File: src/rtl/tetris_pkg.sv
`default_nettype none
// ============================================================================
// Module : tetris_pkg
// Brief  : Shared constants for the Tetris playfield video core: board
//          geometry, slot register offsets and the clear-FSM state type.
// Rev    : 1.0  initial release
// ============================================================================
package tetris_pkg;

   localparam int BOARD_COLS = 10;
   localparam int BOARD_ROWS = 20;
   localparam int CELL_PX    = 16;
   localparam int NUM_CELLS  = BOARD_COLS * BOARD_ROWS;

   // Register offsets, decoded from addr[4:0] when addr[13] is set
   localparam logic [4:0] REG_BYPASS   = 5'h00;
   localparam logic [4:0] REG_X0       = 5'h01;
   localparam logic [4:0] REG_Y0       = 5'h02;
   localparam logic [4:0] REG_FLASH    = 5'h03;
   localparam logic [4:0] REG_BLINK    = 5'h04;
   localparam logic [4:0] REG_CLEAR    = 5'h05;
   localparam logic [4:0] REG_PAL_BASE = 5'h10;

   typedef enum logic [0:0] {
      ST_IDLE  = 1'b0,
      ST_CLEAR = 1'b1
   } clr_state_t;

endpackage
`default_nettype wire

File: src/rtl/tetris_cell_ram.sv
`default_nettype none
// ============================================================================
// Module : tetris_cell_ram
// Brief  : 200 x 4-bit playfield cell store, one write port and one
//          synchronous read port, no reset (contents set by the clear FSM).
// Ports  : clk            system clock
//          we/waddr/wdata write port (caller keeps waddr < NUM_CELLS)
//          raddr          read address (caller keeps raddr < NUM_CELLS)
//          rdata          registered read data
// Rev    : 1.0  initial release
// ============================================================================
module tetris_cell_ram
   import tetris_pkg::*;
(
   input  logic       clk,
   input  logic       we,
   input  logic [7:0] waddr,
   input  logic [3:0] wdata,
   input  logic [7:0] raddr,
   output logic [3:0] rdata
);

   logic [3:0] r_mem [0:NUM_CELLS-1];

   always_ff @(posedge clk) begin
      if (we) begin
         r_mem[waddr] <= wdata;
      end
      rdata <= r_mem[raddr];
   end

endmodule
`default_nettype wire

File: src/rtl/tetris_board_core.sv
`default_nettype none
// ============================================================================
// Module : tetris_board_core
// Brief  : Renders the 10x20 Tetris playfield over the upstream video stream.
//          Empty cells (palette index KEY_COLOR) are transparent, cell edges
//          are drawn at half intensity, and flagged rows may blink.
// Ports  : clk, reset (sync, active-low)
//          x, y            frame counter position
//          cs, write, addr, wr_data   write-only video slot
//          si_rgb          upstream pixel, so_rgb  output pixel (2-cycle latency)
// Config : TETRIS_BOARD_FLASH_EN  builds row flash mask and blink logic
// Params : CD must be a multiple of 3 (three equal colour channels)
// Rev    : 1.0  initial release
// ============================================================================
module tetris_board_core
   import tetris_pkg::*;
#(
   parameter int CD        = 12,
   parameter int KEY_COLOR = 0
)
(
   input  logic          clk,
   input  logic          reset,
   input  logic [10:0]   x,
   input  logic [10:0]   y,
   input  logic          cs,
   input  logic          write,
   input  logic [13:0]   addr,
   input  logic [31:0]   wr_data,
   input  logic [CD-1:0] si_rgb,
   output logic [CD-1:0] so_rgb
);

   localparam int          CH          = CD / 3;
   localparam logic [10:0] c_board_w   = 11'(BOARD_COLS * CELL_PX);
   localparam logic [10:0] c_board_h   = 11'(BOARD_ROWS * CELL_PX);
   localparam logic [7:0]  c_last_cell = 8'(NUM_CELLS - 1);
   localparam logic [7:0]  c_num_cells = 8'(NUM_CELLS);
   localparam logic [3:0]  c_key       = 4'(KEY_COLOR);

   // ---------------- slot decode ----------------
   logic w_we, w_reg_we, w_clr_cmd, w_cell_we;
   logic r_bypass;
   logic [10:0] r_x0, r_y0;
   logic [CD-1:0] r_palette [0:15];
   clr_state_t r_state;
   logic [7:0] r_clr_cnt;

   assign w_we      = cs & write;
   assign w_reg_we  = w_we & addr[13];
   assign w_clr_cmd = w_reg_we && (addr[4:0] == REG_CLEAR);
   // Slot cell writes lose to the clear sweep and to out-of-range indices
   assign w_cell_we = w_we && !addr[13] && (addr[7:0] < c_num_cells)
                      && (r_state == ST_IDLE);

   logic w_unused_bits;
   assign w_unused_bits = ^{addr, wr_data};

   always_ff @(posedge clk) begin
      if (!reset) begin
         r_bypass <= 1'b0;
         r_x0     <= '0;
         r_y0     <= '0;
         for (int i = 0; i < 16; i++) begin
            r_palette[i] <= '0;
         end
      end else if (w_reg_we) begin
         case (addr[4:0])
            REG_BYPASS: r_bypass <= wr_data[0];
            REG_X0:     r_x0     <= wr_data[10:0];
            REG_Y0:     r_y0     <= wr_data[10:0];
            default: begin
               if (addr[4]) begin
                  r_palette[addr[3:0]] <= wr_data[CD-1:0];
               end
            end
         endcase
      end
   end

   // ---------------- clear FSM ----------------
   always_ff @(posedge clk) begin
      if (!reset) begin
         r_state   <= ST_CLEAR;
         r_clr_cnt <= '0;
      end else if (w_clr_cmd) begin
         r_state   <= ST_CLEAR;
         r_clr_cnt <= '0;
      end else if (r_state == ST_CLEAR) begin
         if (r_clr_cnt == c_last_cell) begin
            r_state   <= ST_IDLE;
            r_clr_cnt <= '0;
         end else begin
            r_clr_cnt <= r_clr_cnt + 8'd1;
         end
      end
   end

   // ---------------- geometry (stage 1 inputs) ----------------
   logic [10:0] w_rel_x, w_rel_y;
   logic        w_in_board, w_edge;
   logic [4:0]  w_row;
   logic [3:0]  w_col;
   logic [7:0]  w_index, w_raddr;

   assign w_rel_x    = x - r_x0;
   assign w_rel_y    = y - r_y0;
   assign w_in_board = (x >= r_x0) && (w_rel_x < c_board_w) &&
                       (y >= r_y0) && (w_rel_y < c_board_h);
   assign w_row      = w_rel_y[8:4];
   assign w_col      = w_rel_x[7:4];
   assign w_index    = ({3'b000, w_row} << 3) + ({3'b000, w_row} << 1) + {4'b0000, w_col};
   // Off-board positions read cell 0 so the RAM never sees an index >= 200
   assign w_raddr    = w_in_board ? w_index : 8'd0;
   assign w_edge     = (w_rel_x[3:0] == 4'd0) || (w_rel_x[3:0] == 4'hF) ||
                       (w_rel_y[3:0] == 4'd0) || (w_rel_y[3:0] == 4'hF);

   logic       w_ram_we;
   logic [7:0] w_ram_waddr;
   logic [3:0] w_ram_wdata, w_cell_idx;

   assign w_ram_we    = (r_state == ST_CLEAR) | w_cell_we;
   assign w_ram_waddr = (r_state == ST_CLEAR) ? r_clr_cnt : addr[7:0];
   assign w_ram_wdata = (r_state == ST_CLEAR) ? 4'd0 : wr_data[3:0];

   tetris_cell_ram u_cell_ram (
      .clk   (clk),
      .we    (w_ram_we),
      .waddr (w_ram_waddr),
      .wdata (w_ram_wdata),
      .raddr (w_raddr),
      .rdata (w_cell_idx)
   );

   // ---------------- stage 1 registers ----------------
   logic          r1_in_board, r1_edge;
   logic [CD-1:0] r1_si;

   always_ff @(posedge clk) begin
      if (!reset) begin
         r1_in_board <= 1'b0;
         r1_edge     <= 1'b0;
         r1_si       <= '0;
      end else begin
         r1_in_board <= w_in_board;
         r1_edge     <= w_edge;
         r1_si       <= si_rgb;
      end
   end

   // ---------------- row flash / blink ----------------
   logic w_hide;

`ifdef TETRIS_BOARD_FLASH_EN
   logic [19:0] r_flash_mask;
   logic [5:0]  r_blink_period, r_frame_cnt;
   logic        r_phase, r_tick, r1_flash;
   logic [31:0] w_mask_ext;

   // Zero-extended so any 5-bit row select stays in range
   assign w_mask_ext = {12'd0, r_flash_mask};

   always_ff @(posedge clk) begin
      if (!reset) begin
         r_flash_mask   <= '0;
         r_blink_period <= '0;
         r_frame_cnt    <= '0;
         r_phase        <= 1'b0;
         r_tick         <= 1'b0;
         r1_flash       <= 1'b0;
      end else begin
         r_tick   <= (x == 11'd0) && (y == 11'd0);
         r1_flash <= w_in_board & w_mask_ext[w_row];
         if (w_reg_we && (addr[4:0] == REG_FLASH)) begin
            r_flash_mask <= wr_data[19:0];
         end
         if (w_reg_we && (addr[4:0] == REG_BLINK)) begin
            r_blink_period <= wr_data[5:0];
            r_frame_cnt    <= '0;
            r_phase        <= 1'b0;
         end else if (r_tick) begin
            if (r_blink_period == 6'd0) begin
               r_frame_cnt <= '0;
               r_phase     <= 1'b0;
            end else if (r_frame_cnt == r_blink_period - 6'd1) begin
               r_frame_cnt <= '0;
               r_phase     <= ~r_phase;
            end else begin
               r_frame_cnt <= r_frame_cnt + 6'd1;
            end
         end
      end
   end

   assign w_hide = r1_flash & r_phase;
`else
   assign w_hide = 1'b0;
`endif

   // ---------------- stage 2: palette, dimming, output mux ----------------
   logic [CD-1:0] w_pal, w_dim, w_pix;

   assign w_pal = r_palette[w_cell_idx];

   for (genvar g = 0; g < 3; g++) begin : g_chan
      assign w_dim[g*CH +: CH] = w_pal[g*CH +: CH] >> 1;
   end

   always_comb begin
      w_pix = w_pal;
      if (!r1_in_board || r_bypass || (w_cell_idx == c_key) || w_hide) begin
         w_pix = r1_si;
      end else if (r1_edge) begin
         w_pix = w_dim;
      end
   end

   always_ff @(posedge clk) begin
      if (!reset) begin
         so_rgb <= '0;
      end else begin
         so_rgb <= w_pix;
      end
   end

endmodule
`default_nettype wire

File: config.mk
export PLATFORM = sky130hd
export DESIGN_NAME = tetris_board_core
export DESIGN_NICKNAME = d
export VERILOG_FILES = /design/src/rtl/tetris_pkg.sv /design/src/rtl/tetris_cell_ram.sv /design/src/rtl/tetris_board_core.sv
export SDC_FILE = /design/constraint.sdc
export NUM_CORES = 2
export LEC_CHECK = 0
export BUFFER_PORTS_ARGS = -buffer_cell sky130_fd_sc_hd__buf_2
export CAP_MARGIN = 0
export CORE_AREA = 2 2 342 344
export DETAILED_ROUTE_END_ITERATION = 8
export DIE_AREA = 0 0 344 346
export PLACE_DENSITY = 0.59
export SYNTH_ARGS = -nofsm -noshare
export SYNTH_HDL_FRONTEND = slang
export SYNTH_SLANG_ARGS = --single-unit
File: constraint.sdc
create_clock -name clk -period 17 [get_ports clk]
set_input_delay 3.4 -clock clk [delete_from_list [all_inputs] [get_ports clk]]
set_output_delay 3.4 -clock clk [all_outputs]
set_load 0.02 [all_outputs]
==> metrics.yaml <==
sta:
  setup_viol: 0
  drv_slew: 0
  fin_crit_sh_pct: 56.2
  slew_headroom_pct: 12.4
  fmax_mhz: 105
  worstMarginPinSlew_ns: 1.31
  fin_skew_ns: 0.0709
  grt_setup_unrepaired: "false"
  final.setup.worst_slack_ns: 7.45
  fin_tns_setup_ns: 0
  hold_viol: 0
  finalCriticalPeriod_ns: 9.55
placement:
  place.detailed.hpwl_um: 80400
  place_congestion: 0.845
  port_buffers: 70
  place_area_um2: 47800
  post-place-ws_ns: 7.09
clock_tree:
  cts.clk_slew.worst_paths_ns: 0.06
  ctsResizeCount: 0
  cts_buffers: 109
  htreeDepth: 3
  ctsHoldBuffers: 0
  clkSinkCount: 1054
  clockBufferDepth: 3
  cts_setup_buffers: 0
  cts_root_buffer: "clkbuf_16"
  cts_tree: "built"
  clk_latency_ns: 0.72
synth:
  ys_async_sr_fraction_pct: 0
  syn-num-nets: 3477
  yosysTopAreaCell: "edfxtp_1"
  syn_area_um2: 45700
  synthTopCellsByArea: "edfxtp_1 65%, mux4_2 4.1%, nand2_1 3.5%, mux2i_1 3.5%, and2_1 2.8%"
  synth_top_area_share_pct: 65.2
  avgSynthCellArea_um2: 13.6
  synth.ff_latch_count: 1054
  synth_edf_count: 992
  synth_top_flop_cell: "edfxtp_1"
  synthCells: 3357
  synth.distinct_cells: 89
  ys_warn_count: 0
  seq_area_frac_synth_pct: 67.9
finish:
  nets: 3519
  syn_to_final_growth_pct: 12.3
  fin_area_um2: 51300
  layout_common_cells: "992 x edfxtp_1, 425 x nand2_1, 312 x nor2_1"
  final_common_cell: "edfxtp_1"
  layout-drive-gt1-share_pct: 12.5
  fin_util_pct: 44.5
critical_path:
  cp-end-kind: "register"
  reg2reg_from: "r_x0[4]"
  cpPeakStageDelay_ns: 1.07
  cp-start-kind: "input port"
  r2r-end: "u_cell_ram.rdata[1]"
  crit_chain: "buf_2 > ha_1 > o211ai_1 > a21o_1 > a21oi_1 > xor2_1 > inv_1 > fa_1 > fa_1 > buf_4 > a21oi_1 > and3_2 > buf_4 > nor2_1 > a31oi_1 > a21oi_1 > a211oi_1 > a311oi_1 > nand4b_1"
  cp_common_cell: "a21oi_1"
  crit_end: "u_cell_ram.rdata[1]"
  crit_start: "x[4]"
  reg2reg_depth: 19
  crit_required_ns: 17.41
  worstPathArrival_ns: 9.96
  cp_max_fo: 40
  slowest_stage: "nor2_1"
  path_class: "in2reg"
  r2r_setup_slack_ns: 9.88
floorplan:
  die-area_um2: 119000
  core_area_um2: 115000
  die_h_um: 346
  die_w_um: 344
  start_util_pct: 39.6
  num_rows: 125
  io_pins: 96
global_route:
  antenna_found_initial: 4
  grt_pass1_vias: 28000
  grt_pass1_wl_um: 196000
  grtUsageTotal_pct: 22.5
  grt_overflow: 0
  grt_max_degree: 201
route:
  vias: 29000
  wire_per_inst_um: 27.0
  top_layer_used: "met4"
  wl_met1_um: 56400
  drt-total-wl_um: 136000
  drt-initial-drc-count: 3419
  avgViaCountPerCell: 5.78
  met2_length_um: 62800
  route.met3.wl_um: 11700
  dr.pass1.iters: 6
  drc_errors: 0
  ant_nets: 0
power_and_ir_drop:
  ir_worst_vdd_v: 0.0000877
  power_density_nw_per_um2: 112
  leakage_nw: 17.5
  p_total_mw: 5.77
status:
  status: "finished clean"
worst_hold_path:
  hold_class: "reg2reg"
run:
  max-cap-violations: 0
==> stage by stage <==
stage / cells / hold WS (ns)
2_1_floorplan: 3357 / 0.450
3_3_place_gp: 4812 / 0.457
3_5_place_dp: 4812 / 0.459
4_1_cts: 5013 / 0.478
5_1_grt: 5014 / 0.494
6_report: 5014 / 0.478
==> where the power goes <==
part,internal (mW),switching [mW]
Clock,1.34,1.02
Sequential,2.83,0.0206
Combinational,0.185,0.369
Total,4.36,1.41
==> state kept, by name (all words and copies together), names as in the netlist <==
register          flops
u_cell_ram.r_mem    800
r_palette           192
r1_si                12
so_rgb               12
r_x0                 11
r_y0                 11
r_clr_cnt             8
u_cell_ram.rdata      4
r1_edge               1
r1_in_board           1
r_bypass              1
r_state               1
==> cells in the mapped netlist (10+ instances only) <==
master / number
o31ai_1: 11
nand2b_1: 13
a2111oi_0: 11
and2_1: 208
nor2_1: 312
nand2_1: 430
buf_1: 17
buf_6: 10
xnor2_1: 11
and3_1: 31
edfxtp_1: 992
o21ai_0: 71
nand3_1: 78
a32oi_1: 16
a311oi_1: 14
a21oi_1: 108
o22ai_1: 21
o211ai_1: 22
clkbuf_1: 152
a211oi_1: 27
dfxtp_1: 62
nor3_1: 30
a21o_1: 13
o221ai_1: 16
a31oi_1: 26
nand4_1: 28
ha_1: 32
xor2_1: 14
buf_2: 42
nor2b_1: 38
mux2i_1: 160
a221oi_1: 17
inv_1: 51
mux4_2: 84
==> cell families (layout without fill, tap and decap cells) <==
family / after synthesis / in the layout / synth area share [%]
AND/OR/NAND/NOR: 1218 / 1218 / 12.5
flip-flops: 1054 / 1054 / 67.9
AO/OA/AOI/OAI: 492 / 492 / 7.60
buffers and inverters: 279 / 411 / 2.61
multiplexers: 253 / 253 / 7.86
adder cells (fa/ha/maj): 36 / 36 / 1.05
XOR/XNOR: 25 / 25 / 0.479
other: 0 / 1 / 0
==> critical path: cells and delay by family <==
family	cells	cell delay, ns
and+or+nand+nor	3	1.75
AOI/OAI and AO/OA	8	1.96
buffers and inverters	4	0.89
xor gates and xnor gates	1	0.34
adders and majority gates	3	1.56
==> final cells by class <==
type                            instances  area (µm²)
Fill cell                           10300       64100
Sequential cell                      1054       31000
Multi-Input combinational cell       2024       13600
Clock buffer                          147        2990
Tap cell                             1524        1910
Timing Repair Buffer                  157        1070
Clock inverter                         54         508
Inverter                               53         199
Antenna cell                            1        2.50
==> worst min path at each step <==
stage                  start         to  cells after the start
floorplan           r1_si[0]  so_rgb[0]                      1
global placement    r1_si[0]  so_rgb[0]                      1
detailed placement  r1_si[6]  so_rgb[6]                      1
CTS                 r1_si[0]  so_rgb[0]                      1
global route        r1_si[0]  so_rgb[0]                      1
finish              r1_si[0]  so_rgb[0]                      1
==> layer usage <==
| layer | up-vias | global-route usage [%] |
|---|---|---|
| met5 | - | 0 |
| met4 | 0 | 7.72 |
| met3 | 234 | 3.95 |
| met2 | 1375 | 35.5 |
| met1 | 14600 | 31.4 |
| li1 | 12800 | - |
Power figures use the tool's default switching activity.
